File: config.mk
export PLATFORM = sky130hd
export DESIGN_NAME = btn_event_gen
export DESIGN_NICKNAME = d
export VERILOG_FILES = /design/src/rtl/btn_event_gen.sv
export SDC_FILE = /design/constraint.sdc
export NUM_CORES = 1
export LEC_CHECK = 0
export CAP_MARGIN = 10
export CORE_MARGIN = 1.5
export CORE_UTILIZATION = 35
export CTS_BUF_LIST = sky130_fd_sc_hd__clkbuf_4
export CTS_CLUSTER_SIZE = 12
export DETAILED_ROUTE_END_ITERATION = 7
export HOLD_SLACK_MARGIN = 0.05
export PLACE_DENSITY = 0.48
export SLEW_MARGIN = 20
export SYNTH_ARGS = -nofsm -noshare
export SYNTH_HDL_FRONTEND = slang
export SYNTH_SLANG_ARGS = --single-unit
File: constraint.sdc
create_clock -name CLK_I -period 5.8 [get_ports CLK_I]
set_clock_uncertainty 0.15 [all_clocks]
set_input_delay 0.87 -clock CLK_I [delete_from_list [all_inputs] [get_ports CLK_I]]
set_output_delay 0.87 -clock CLK_I [all_outputs]
set_load 0.01 [all_outputs]
File: src/rtl/btn_event_gen.sv
// Per-bit press/release/long/repeat pulse generator for debounced buttons, with a
// single-entry event register (valid/ack handshake) and a sticky overflow flag.
module btn_event_gen #(
    parameter int PORT_WIDTH    = 4,
    parameter int IDX_W         = 2,
    parameter int LONG_CLOCKS   = 1 << 24,
    parameter int REPEAT_CLOCKS = 1 << 22
) (
    input  logic                  CLK_I,
    input  logic                  RST_I,
    input  logic [PORT_WIDTH-1:0] SIGNAL_I,
    output logic [PORT_WIDTH-1:0] PRESS_O,
    output logic [PORT_WIDTH-1:0] RELEASE_O,
    output logic [PORT_WIDTH-1:0] LONG_O,
    output logic [PORT_WIDTH-1:0] REPEAT_O,
    output logic                  EVT_VALID_O,
    output logic [1:0]            EVT_TYPE_O,
    output logic [IDX_W-1:0]      EVT_IDX_O,
    input  logic                  EVT_ACK_I,
    output logic                  EVT_OVF_O,
    input  logic                  OVF_CLR_I
);

    localparam logic [1:0] ST_IDLE      = 2'd0;
    localparam logic [1:0] ST_HELD      = 2'd1;
    localparam logic [1:0] ST_REPEATING = 2'd2;

    localparam logic [1:0] EVT_PRESS    = 2'b00;
    localparam logic [1:0] EVT_RELEASE  = 2'b01;
    localparam logic [1:0] EVT_LONG     = 2'b10;
    localparam logic [1:0] EVT_REPEAT   = 2'b11;

    // The press edge loads the counter with 1, so LONG fires when it reaches LONG_CLOCKS.
    localparam logic [31:0] LONG_TC   = 32'(LONG_CLOCKS);
    localparam logic [31:0] REPEAT_TC = 32'(REPEAT_CLOCKS - 1);

    logic [PORT_WIDTH-1:0] prev_r;
    logic [1:0]            state_r [PORT_WIDTH];
    logic [31:0]           cnt_r   [PORT_WIDTH];
    logic [1:0]            state_s [PORT_WIDTH];
    logic [31:0]           cnt_s   [PORT_WIDTH];

    logic [PORT_WIDTH-1:0] press_s;
    logic [PORT_WIDTH-1:0] release_s;
    logic [PORT_WIDTH-1:0] long_s;
    logic [PORT_WIDTH-1:0] repeat_s;
    logic [PORT_WIDTH-1:0] evt_s;
    logic [PORT_WIDTH-1:0] first_s;
    logic [PORT_WIDTH-1:0] drop_s;
    logic                  free_s;
    logic [1:0]            sel_type_s;
    logic [IDX_W-1:0]      sel_idx_s;

    function automatic logic [1:0] evt_type(input logic p, input logic r, input logic l);
        logic [1:0] t;
        if (p) begin
            t = EVT_PRESS;
        end else if (r) begin
            t = EVT_RELEASE;
        end else if (l) begin
            t = EVT_LONG;
        end else begin
            t = EVT_REPEAT;
        end
        return t;
    endfunction

    // Per-bit next-state and pulse decisions; release always beats an expiring counter.
    always_comb begin
        for (int i = 0; i < PORT_WIDTH; i++) begin
            state_s[i]   = state_r[i];
            cnt_s[i]     = cnt_r[i];
            press_s[i]   = 1'b0;
            release_s[i] = 1'b0;
            long_s[i]    = 1'b0;
            repeat_s[i]  = 1'b0;
            case (state_r[i])
                ST_IDLE: begin
                    if (SIGNAL_I[i] && !prev_r[i]) begin
                        press_s[i] = 1'b1;
                        cnt_s[i]   = 32'd1;
                        state_s[i] = ST_HELD;
                    end else begin
                        cnt_s[i]   = 32'd0;
                    end
                end
                ST_HELD: begin
                    if (!SIGNAL_I[i]) begin
                        release_s[i] = 1'b1;
                        cnt_s[i]     = 32'd0;
                        state_s[i]   = ST_IDLE;
                    end else if (cnt_r[i] == LONG_TC) begin
                        long_s[i]    = 1'b1;
                        cnt_s[i]     = 32'd0;
                        state_s[i]   = ST_REPEATING;
                    end else begin
                        cnt_s[i]     = cnt_r[i] + 32'd1;
                    end
                end
                ST_REPEATING: begin
                    if (!SIGNAL_I[i]) begin
                        release_s[i] = 1'b1;
                        cnt_s[i]     = 32'd0;
                        state_s[i]   = ST_IDLE;
                    end else if (cnt_r[i] == REPEAT_TC) begin
                        repeat_s[i]  = 1'b1;
                        cnt_s[i]     = 32'd0;
                    end else begin
                        cnt_s[i]     = cnt_r[i] + 32'd1;
                    end
                end
                default: begin
                    cnt_s[i]   = 32'd0;
                    state_s[i] = ST_IDLE;
                end
            endcase
        end
    end

    // Lowest-index event wins the register slot; everything else that cycle is a drop.
    always_comb begin
        evt_s      = press_s | release_s | long_s | repeat_s;
        first_s    = evt_s & (~evt_s + PORT_WIDTH'(1));
        free_s     = !EVT_VALID_O || EVT_ACK_I;
        drop_s     = free_s ? (evt_s & ~first_s) : evt_s;
        sel_idx_s  = '0;
        sel_type_s = EVT_PRESS;
        for (int i = PORT_WIDTH - 1; i >= 0; i--) begin
            sel_idx_s  = evt_s[i] ? IDX_W'(i) : sel_idx_s;
            sel_type_s = evt_s[i] ? evt_type(press_s[i], release_s[i], long_s[i]) : sel_type_s;
        end
    end

    // State, counters, registered pulses and the event/overflow registers.
    always_ff @(posedge CLK_I or posedge RST_I) begin
        if (RST_I) begin
            prev_r      <= '0;
            PRESS_O     <= '0;
            RELEASE_O   <= '0;
            LONG_O      <= '0;
            REPEAT_O    <= '0;
            EVT_VALID_O <= 1'b0;
            EVT_TYPE_O  <= 2'b00;
            EVT_IDX_O   <= '0;
            EVT_OVF_O   <= 1'b0;
            for (int i = 0; i < PORT_WIDTH; i++) begin
                state_r[i] <= ST_IDLE;
                cnt_r[i]   <= 32'd0;
            end
        end else begin
            prev_r    <= SIGNAL_I;
            PRESS_O   <= press_s;
            RELEASE_O <= release_s;
            LONG_O    <= long_s;
            REPEAT_O  <= repeat_s;
            for (int i = 0; i < PORT_WIDTH; i++) begin
                state_r[i] <= state_s[i];
                cnt_r[i]   <= cnt_s[i];
            end
            if (free_s && (|evt_s)) begin
                EVT_VALID_O <= 1'b1;
                EVT_TYPE_O  <= sel_type_s;
                EVT_IDX_O   <= sel_idx_s;
            end else if (EVT_VALID_O && EVT_ACK_I) begin
                EVT_VALID_O <= 1'b0;
            end else begin
                EVT_VALID_O <= EVT_VALID_O;
            end
            EVT_OVF_O <= (|drop_s) | (EVT_OVF_O & ~OVF_CLR_I);
        end
    end

endmodule
==> results of run 1 <==
==> cell type report <==
cell class              count  area (sq um)  area share (%)
flip-flops and latches    162          4050            43.9
multi-input cells         634          4020            43.5
well taps                 319           399            4.32
repair buffers             32           313            3.38
clock inverters            12           166            1.80
inverters                  40           155            1.68
clock buffers              18           135            1.46
diodes                      1          2.50          0.0271
==> worst min-delay path, cell delays in order (launching register included) <==
cell and delay, ps:
dfrtp_1 420, nand2_1 60, o21ai_0 60
==> power groups by stage <==
| stage | Sequential [mW] | Combinational (mW) | Clock, mW |
|---|---|---|---|
| finish | 1.30 | 0.697 | 0.731 |
| global placement | 1.32 | 0.708 | 0 |
| floorplan | 1.31 | 0.489 | 0 |
| global route | 1.31 | 0.803 | 0.816 |
| CTS | 1.30 | 0.711 | 0.774 |
| detailed placement | 1.32 | 0.707 | 0 |
==> worst paths after layout <==
path	startpoint	end	slack [ps]	cells after the start
hold / removal	state_r[5]	state_r[5]	410	2
hold reg to reg	state_r[5]	state_r[5]	410	2
max in group asynchronous	RST_I	EVT_IDX_O[1]	3780	3
setup reg to reg	cnt_r[64]	EVT_TYPE_O[1]	2960	8
min in group asynchronous	RST_I	cnt_r[38]	590	2
setup / recovery	cnt_r[64]	EVT_TYPE_O[1]	2960	8
==> flip-flops by register name, indices dropped and copies added (netlist names) <==
name         flops
PRESS_O          4
LONG_O           4
EVT_TYPE_O       2
EVT_VALID_O      1
state_r          8
EVT_IDX_O        2
cnt_r          128
prev_r           4
RELEASE_O        4
EVT_OVF_O        1
REPEAT_O         4
==> layout by cell type (no fill, tap or decap), types with 25 or more instances in the layout <==
cell type,count
xor2_1,72
dfrtp_1,162
inv_1,39
nand3_1,54
nor2_1,173
nand2_1,53
xnor2_1,48
clkdlybuf4s50_1,29
ha_1,25
nand4_1,31
==> per-stage QoR <==
step           hold WS [ps]  worst slack (ps)
2_1_floorplan           343               403
3_3_place_gp            368              2530
3_5_place_dp            382              2520
4_1_cts                 403              2600
5_1_grt                 424              2710
6_report                408              2960
==> layer usage <==
layer  track usage [%]  wire, microns
met5                 0              0
met4              4.54            272
met3              3.41            567
met2              22.7           7690
met1              22.1           8790
==> kinds of logic after synthesis <==
group / count (synthesis)
simple gates: 440
flops: 162
xor+xnor: 120
buf+inv: 60
compound gates: 47
fa+ha+maj: 26
mux: 1
==> flow_metrics.env, run 1 <==
export IMPL_synthXorXnorAreaFrac_pct=12.7
export IMPL_cp_max_fo=7
export IMPL_post_cts_buffers=0
export IMPL_cp_data_required_time_ps=6090
export IMPL_p_leak_nw=3.82
export IMPL_die_x_microns=157
export IMPL_swShare_pct=32.8
export IMPL_cts_buffers=17
export IMPL_yosys_area_share_simple_pct=27.9
export IMPL_dpl_cell_area_sq_mm=0.00894
export IMPL_hold_class="flip-flop to flip-flop"
export IMPL_synth_distinct_cells=54
export IMPL_cts_tree="built"
export IMPL_rsz0062_at_grt="no"
export IMPL_powerDensity_mw_per_mm2=295
export IMPL_die_area_sq_mm=0.0247
export IMPL_final_nets=920
export IMPL_cts_sinks=162
export IMPL_area_growth_pct=11.2
export IMPL_synth_edff_count=0
export IMPL_ys_flop_type="dfrtp_1"
export IMPL_period_needed_ps=2840
export IMPL_ys_async_sr_fraction_pct=100
export IMPL_num_fill_cells=2402
export IMPL_dr_pass1_iters=4
export IMPL_yosys_cell_count_top_type="nor2_1"
export IMPL_rows=56
export IMPL_period_share_pct=48.9
export IMPL_startpoint_type="flip-flop"
export IMPL_setup_viol_count_final=0
export IMPL_synth_fp_nets=889
export IMPL_yosys_register_bits=162
export IMPL_num_io_pins=30
export IMPL_die_y_microns=157
export IMPL_max_freq_ghz=0.353
export IMPL_yosysTopAreaCellShare_pct=48.8
export IMPL_peakVddDrop_mv=0.101
export IMPL_core_sq_mm=0.0234
export IMPL_cts_htree_levels=4
export IMPL_cp_end_kind="flip-flop"
export IMPL_slew_viol_final=0
export IMPL_antenna_found_initial=1
export IMPL_synth_top_family_by_area="simple AND/OR/NAND/NOR gates"
export IMPL_seqPwrFrac_pct=47.5
export IMPL_maxCapViolations=0
export IMPL_yosysWarnings=0
export IMPL_wl_per_cell_microns=14.2
export IMPL_synth_fa_ha_area_share_pct=3.89
export IMPL_cp_buffers_inverters=0
export IMPL_crit_family="compound AO/OA/AOI/OAI gates"
export IMPL_synthMuxAreaShare_pct=0.136
export IMPL_p_int_mw=1.83
export IMPL_fin_util_pct=39.5
export IMPL_synthTopCellsByCount="nor2_1 (173), dfrtp_1 (162), xor2_1 (72)"
export IMPL_overflow=0
export IMPL_clock_path_buffers=2
export IMPL_cp_arrival_ps=3130
export IMPL_synth_yosys_seq_area_share_pct=48.8
export IMPL_drive_above_1_share_pct=6.46
export IMPL_status="finished, final reports clean"
export IMPL_track_usage_pct=15.3
export IMPL_ctsResizeCount=0
export IMPL_crit_chain="ha_1 -> nand4_2 -> nor4_4 -> nand4_1 -> o211a_1 -> a41oi_2 -> o31ai_1 -> o22a_1"
export IMPL_worst_path_max_delay_cell="dfrtp_1"
export IMPL_clk_latency_ps=550
export IMPL_clkPwrFrac_pct=26.8
export IMPL_gp_congestion=0.731
export IMPL_synth_area_leader_cell="dfrtp_1"
export IMPL_cpPeakStageDelay_ps=480
export IMPL_fin_cells=1218
export IMPL_io_buffers=29
export IMPL_place_inst=1187
export IMPL_root_buffer="clkbuf_4"
export IMPL_drcViolationCount=0
export IMPL_initial_core_util_pct=35.5
export IMPL_synth_area_per_cell_sq_um=9.71
export IMPL_comb_power_share_pct=25.6
export IMPL_maxSlewHeadroom_pct=54.9
export IMPL_finalPower_mw=2.72
export IMPL_vias=5883
export IMPL_synth_top_cells_by_area="dfrtp_1 (49%), nor2_1 (7.8%), xor2_1 (7.6%), xnor2_1 (5.1%), ha_1 (3.8%)"
export IMPL_tightest_slew_ps=676
export IMPL_dp_hpwl_microns=12000
export IMPL_clk_pin_slew_ps=130
export IMPL_grt_max_degree=61
export IMPL_p_sw_mw=0.894
export IMPL_syn_cell_area_sq_mm=0.00831
export IMPL_syn_inst=856
export IMPL_grt_pass1_vias=5714
export IMPL_synth_compound_area_share_pct=3.80
export IMPL_hold_buffers=0
export IMPL_drtIter0Drc=386
export IMPL_grt_pass1_wl_microns=29600
export IMPL_via_per_inst=4.83
export IMPL_timing_final_hold_violations=0
export IMPL_ant_nets=0
export IMPL_wirelength_microns=17300
export IMPL_fin_area_sq_mm=0.00924
export IMPL_worstSetupPathType="flip-flop to flip-flop"
export IMPL_finalSetupTns_ps=0
No activity file was read; power rests on OpenSTA's default activity.
==> inputs of run 2 (changes only) <==
--- a/config.mk
+++ b/config.mk
@@ -12,7 +12,7 @@
 export CTS_CLUSTER_SIZE = 12
 export DETAILED_ROUTE_END_ITERATION = 7
 export HOLD_SLACK_MARGIN = 0.05
-export PLACE_DENSITY = 0.48
+export PLACE_DENSITY = 0.49
 export SLEW_MARGIN = 20
 export SYNTH_ARGS = -nofsm -noshare
 export SYNTH_HDL_FRONTEND = slang
==> constraint.sdc (replaced) <==
create_clock -name CLK_I -period 2.6 [get_ports CLK_I]
set_clock_uncertainty 0.15 [all_clocks]
set_input_delay 0.39 -clock CLK_I [delete_from_list [all_inputs] [get_ports CLK_I]]
set_output_delay 0.39 -clock CLK_I [all_outputs]
set_load 0.01 [all_outputs]
==> run 2 against run 1 <==
Compared with the run above:
- final area up 5.7%
- non-clock buffer count up 55
- sequential share of layout area down 2.4 points
- utilization up 2.3 points
- die area unchanged
- global-route usage up 0.29 points
- critical path type unchanged
- largest cell class is now multi-input gates
- clock-buffer cell count down 1
- routed wire length up 3.1%
- first-iteration DRC count down 26%
- largest power group unchanged
- sequential power up 120%
- setup slack worse by 2900 ps
- power up 130%
==> flow_metrics.env, run 2 (synthesis results as in run 1) <==
export IMPL_area_growth_pct=17.6
export IMPL_gp_congestion=0.739
export IMPL_core_sq_mm=0.0234
export IMPL_final_nets=975
export IMPL_antenna_found_initial=1
export IMPL_rows=56
export IMPL_drive_above_1_share_pct=13.0
export IMPL_period_needed_ps=2500
export IMPL_largest_register_ffs=128
export IMPL_cp_max_fo=5
export IMPL_final_cell_mix="nor2_1 (173), dfrtp_1 (162), xor2_1 (72)"
export IMPL_clock_path_buffers=2
export IMPL_hold_class="primary input to asynchronous set/reset pin"
export IMPL_largestRegisters="cnt_r: 128 flops, state_r: 8 flops"
export IMPL_io_buffers=29
export IMPL_maxSlewHeadroom_pct=67.4
export IMPL_hold_buffers=0
export IMPL_drtIter0Drc=286
export IMPL_clk_pin_slew_ps=170
export IMPL_cts_buffers=17
export IMPL_fin_area_sq_mm=0.00977
export IMPL_largest_register="cnt_r"
export IMPL_dr_pass1_iters=5
export IMPL_rsz0062_at_grt="yes"
export IMPL_finalPower_mw=6.33
export IMPL_pre_cts_ws_ps=12.6
export IMPL_peakVddDrop_mv=0.260
export IMPL_period_share_pct=96.2
export IMPL_cts_htree_levels=4
export IMPL_wirelength_microns=17900
export IMPL_ant_nets=0
export IMPL_vias=6068
export IMPL_clk_latency_ps=590
export IMPL_cts_sinks=162
export IMPL_powerDensity_mw_per_mm2=648
export IMPL_cp_end_kind="flip-flop"
export IMPL_maxCapViolations=0
export IMPL_track_usage_pct=15.6
export IMPL_worstSetupPathType="flip-flop to flip-flop"
export IMPL_root_buffer="clkbuf_4"
export IMPL_slew_viol_final=0
export IMPL_setup_viol_count_final=0
export IMPL_place_inst=1239
export IMPL_overflow=0
export IMPL_cp_data_required_time_ps=2950
export IMPL_drcViolationCount=0
export IMPL_dpl_cell_area_sq_mm=0.00939
export IMPL_final_common_cell="nor2_1"
export IMPL_timing_final_hold_violations=0
export IMPL_cp_arrival_ps=2850
export IMPL_cts_tree="built"
export IMPL_grt_max_degree=82
export IMPL_grt_pass1_wl_microns=30100
export IMPL_dp_hpwl_microns=12400
export IMPL_grt_pass1_vias=6007
export IMPL_p_leak_nw=4.12
export IMPL_max_freq_ghz=0.400
export IMPL_die_x_microns=157
export IMPL_num_io_pins=30
export IMPL_startpoint_type="flip-flop"
export IMPL_die_y_microns=157
export IMPL_wl_per_cell_microns=14.0
export IMPL_fin_cells=1275
export IMPL_tightest_slew_ps=489
export IMPL_initial_core_util_pct=35.5
export IMPL_die_area_sq_mm=0.0247
export IMPL_status="finished, final reports clean"
export IMPL_setup_ws_ps=98.8
export IMPL_via_per_inst=4.76
[run 2: area by class of cell]
| class | instances | area [sq um] |
|---|---|---|
| Tap cell | 319 | 399 |
| Inverter | 40 | 154 |
| Timing Repair Buffer | 87 | 792 |
| Antenna cell | 1 | 2.50 |
| Fill cell | 2378 | 13600 |
| Clock inverter | 15 | 158 |
| Multi-Input combinational cell | 634 | 4080 |
| Sequential cell | 162 | 4050 |
| Clock buffer | 17 | 128 |
[run 2: what timing repair did]
| action | 4_1_cts | 5_1_grt |
|---|---|---|
| buffers inserted | 0 | 3 |
| pin swaps | 0 | 6 |
| gates cloned | 0 | 0 |
| gates resized for setup | 1 | 12 |
| hold endpoints to repair | 0 | 0 |
| setup endpoints to repair | 1 | 32 |
[run 2: final timing paths]
path                              from            end  slack, ps  cells past startpoint
max                           cnt_r[0]  EVT_TYPE_O[1]        100                      8
min                              RST_I      cnt_r[54]        100                      3
max reg2reg                   cnt_r[0]  EVT_TYPE_O[1]        100                      8
min reg2reg                  cnt_r[64]      cnt_r[64]        410                      1
max in group asynchronous        RST_I      prev_r[0]       1730                      3
min in group CLK_I         SIGNAL_I[0]      prev_r[0]        210                      1
[run 2: per-layer routing]
metal,track usage [%],vias to the layer above,share of wire [%]
met3,3.33,10,2.2
met1,21.7,2924,51
met2,24.8,46,46
li1,-,3088,-
met5,0,-,0
met4,3.50,0,1.0
[run 2: per-stage QoR]
stage               utilization (%)  hold WS, ps  TNS (ps)
floorplan                         -          271         0
global placement               40.1          375         0
detailed placement             40.1          384         0
CTS                            41.4         97.7         0
global route                   41.7         93.3     -17.2
finish                         41.7          102         0
[run 2: worst max-delay path: stages (launching register included)]
cell and delay (ps):
dfrtp_1 420, ha_2 220, nand2_1 110, or3_4 400, nor4_4 400, o21ai_1 110, a211o_1 320, a21oi_1 160
o22a_1 150
[run 2: power breakdown]
part	internal [mW]	switching, mW	leakage (nW)
Sequential	2.71	0.177	2.22
Clock	0.581	0.977	0.147
Combinational	0.859	1.02	1.76
==> inputs of run 3 (changes only) <==
==> constraint.sdc (replaced) <==
create_clock -name CLK_I -period 2.3 [get_ports CLK_I]
set_clock_uncertainty 0.15 [all_clocks]
set_input_delay 0.345 -clock CLK_I [delete_from_list [all_inputs] [get_ports CLK_I]]
set_output_delay 0.345 -clock CLK_I [all_outputs]
set_load 0.01 [all_outputs]
==> run 3 against run 2 <==
Compared with the run above:
- the flow now finishes with violations (setup timing)
- power up 29%
- non-clock buffer count is 167 higher
- routed wire length rose by 14%
- clock power grew 8%
- cell count grew 13%
- worst hold slack about the same
- critical path depth increased by 1
- first-iteration DRC count shrank 22%
- sequential share of layout area down 7.1 points
- combinational power grew 74%
- critical path type unchanged
- critical endpoint unchanged
- largest cell class unchanged
==> flow_metrics.env, run 3 (synthesis results as in run 1) <==
export IMPL_powerDensity_mw_per_mm2=694
export IMPL_violations="setup timing"
export IMPL_maxCapViolations=0
export IMPL_die_x_microns=157
export IMPL_drive_above_1_share_pct=33.5
export IMPL_initial_core_util_pct=35.5
export IMPL_clk_pin_slew_ps=150
export IMPL_grt_max_degree=64
export IMPL_core_sq_mm=0.0234
export IMPL_cts_sinks=162
export IMPL_r2r_cells=9
export IMPL_dp_hpwl_microns=13700
export IMPL_track_usage_pct=17.3
export IMPL_cp_data_required_time_ps=2650
export IMPL_period_needed_ps=2390
export IMPL_cp_arrival_ps=2740
export IMPL_overflow=0
export IMPL_maxSlewHeadroom_pct=72.7
export IMPL_die_area_sq_mm=0.0247
export IMPL_io_buffers=29
export IMPL_clk_latency_ps=570
export IMPL_drtIter0Drc=223
export IMPL_die_y_microns=157
export IMPL_cp_max_fo=4
export IMPL_wirelength_microns=20400
export IMPL_grt_pass1_wl_microns=33500
export IMPL_gp_congestion=0.774
export IMPL_ant_nets=0
export IMPL_rows=56
export IMPL_finalPower_mw=8.18
export IMPL_finalSetupTns_ps=-1560
export IMPL_cts_buffers=17
export IMPL_vias=6789
export IMPL_hold_class="primary input to asynchronous set/reset pin"
export IMPL_period_share_pct=104
export IMPL_drcViolationCount=0
export IMPL_status="finished, violations left"
export IMPL_area_growth_pct=41.9
export IMPL_antenna_found_initial=1
export IMPL_cts_htree_levels=4
export IMPL_largest_register_ffs=128
export IMPL_hold_buffers=0
export IMPL_setup_viol_count_final=33
export IMPL_largestRegisters="cnt_r: 128 flops, state_r: 8 flops"
export IMPL_clock_path_buffers=2
export IMPL_startpoint_type="flip-flop"
export IMPL_dr_pass1_iters=5
export IMPL_final_common_cell="buf_4"
export IMPL_root_buffer="clkbuf_4"
export IMPL_timing_final_hold_violations=0
export IMPL_final_cell_mix="buf_4 (197), dfrtp_1 (162), nor2_1 (135)"
export IMPL_tightest_slew_ps=406
export IMPL_final_nets=1142
export IMPL_peakVddDrop_mv=0.316
export IMPL_largest_register="cnt_r"
export IMPL_cts_tree="built"
export IMPL_p_leak_nw=5.11
export IMPL_via_per_inst=4.71
export IMPL_num_fill_cells=2244
export IMPL_slew_viol_final=0
export IMPL_num_io_pins=30
export IMPL_grt_pass1_vias=6822
export IMPL_max_freq_ghz=0.419
export IMPL_wl_per_cell_microns=14.1
export IMPL_cp_end_kind="flip-flop"
export IMPL_worstSetupPathType="flip-flop to flip-flop"
export IMPL_setup_ws_ps=-88.9
export IMPL_rsz0062_at_grt="yes"
[run 3: cell types whose count changed in the layout (fill, tap and decap cells not counted), moves of 5 or more]
cell,before,now
nor4_1,17,10
buf_4,52,197
nor3_1,17,12
nor2_2,0,8
nor2_4,0,30
buf_6,1,13
ha_1,24,19
nor4_2,7,12
nor2_1,173,135
[run 3: area by class of cell]
class / count / area, sq um / area share (%)
diodes: 1 / 2.50 / 0.0212
flip-flops and latches: 162 / 4050 / 34.4
inverters: 40 / 154 / 1.31
clock buffers: 18 / 135 / 1.15
multi-input cells: 634 / 4640 / 39.3
clock inverters: 14 / 128 / 1.08
well taps: 319 / 399 / 3.39
repair buffers: 254 / 2280 / 19.3
[run 3: what timing repair did]
item	CTS	global route
pin swaps	46	46
buffers inserted	13	20
endpoints found under the setup margin	65	135
gates cloned	5	4
resized for setup	70	87
[run 3: worst max-delay path, cell delays in order (launching register included)]
cell     delay, ps
dfrtp_1        410
inv_1           90
ha_1           170
inv_1           60
or3_4          330
nor4_4         400
o21ai_1        100
a211o_1        330
a21oi_2        140
o22a_1         140
[run 3: path summary, 6_finish.rpt]
kind,from,slack [ps],end
min reg2reg,EVT_IDX_O[0],400,EVT_IDX_O[0]
min in group CLK_I,SIGNAL_I[0],220,prev_r[0]
min,RST_I,100,cnt_r[100]
max,state_r[0],-90,EVT_TYPE_O[1]
max in group asynchronous,RST_I,1560,cnt_r[76]
max reg2reg,state_r[0],-90,EVT_TYPE_O[1]
[run 3: layer usage]
metal  share of wire, %  GRT usage [%]  vias up
met2                 49           28.5       57
met3                2.9           3.61       15
met1                 48           23.2     3286
met4               0.87           3.95        0
met5                  0              0        -
li1                   -              -     3431
[run 3: report_power, final]
part / switching (mW) / internal [mW]
Combinational: 1.56 / 1.71
Clock: 1.12 / 0.558
Sequential: 0.173 / 3.06
Total: 2.85 / 5.33
[run 3: through the flow]
step           utilization [%]  hold WS, ps  setup slack, ps  cell area (sq um)  cells
6_report                  50.4          102            -88.9              11800   1442
4_1_cts                   47.8         65.8             -110              11200   1419
3_5_place_dp              44.4          366             -245              10400   1369
2_1_floorplan                -          226             -252               8310    856
3_3_place_gp              44.4          361             -226              10400   1369
5_1_grt                   50.4         59.2             -245              11800   1442
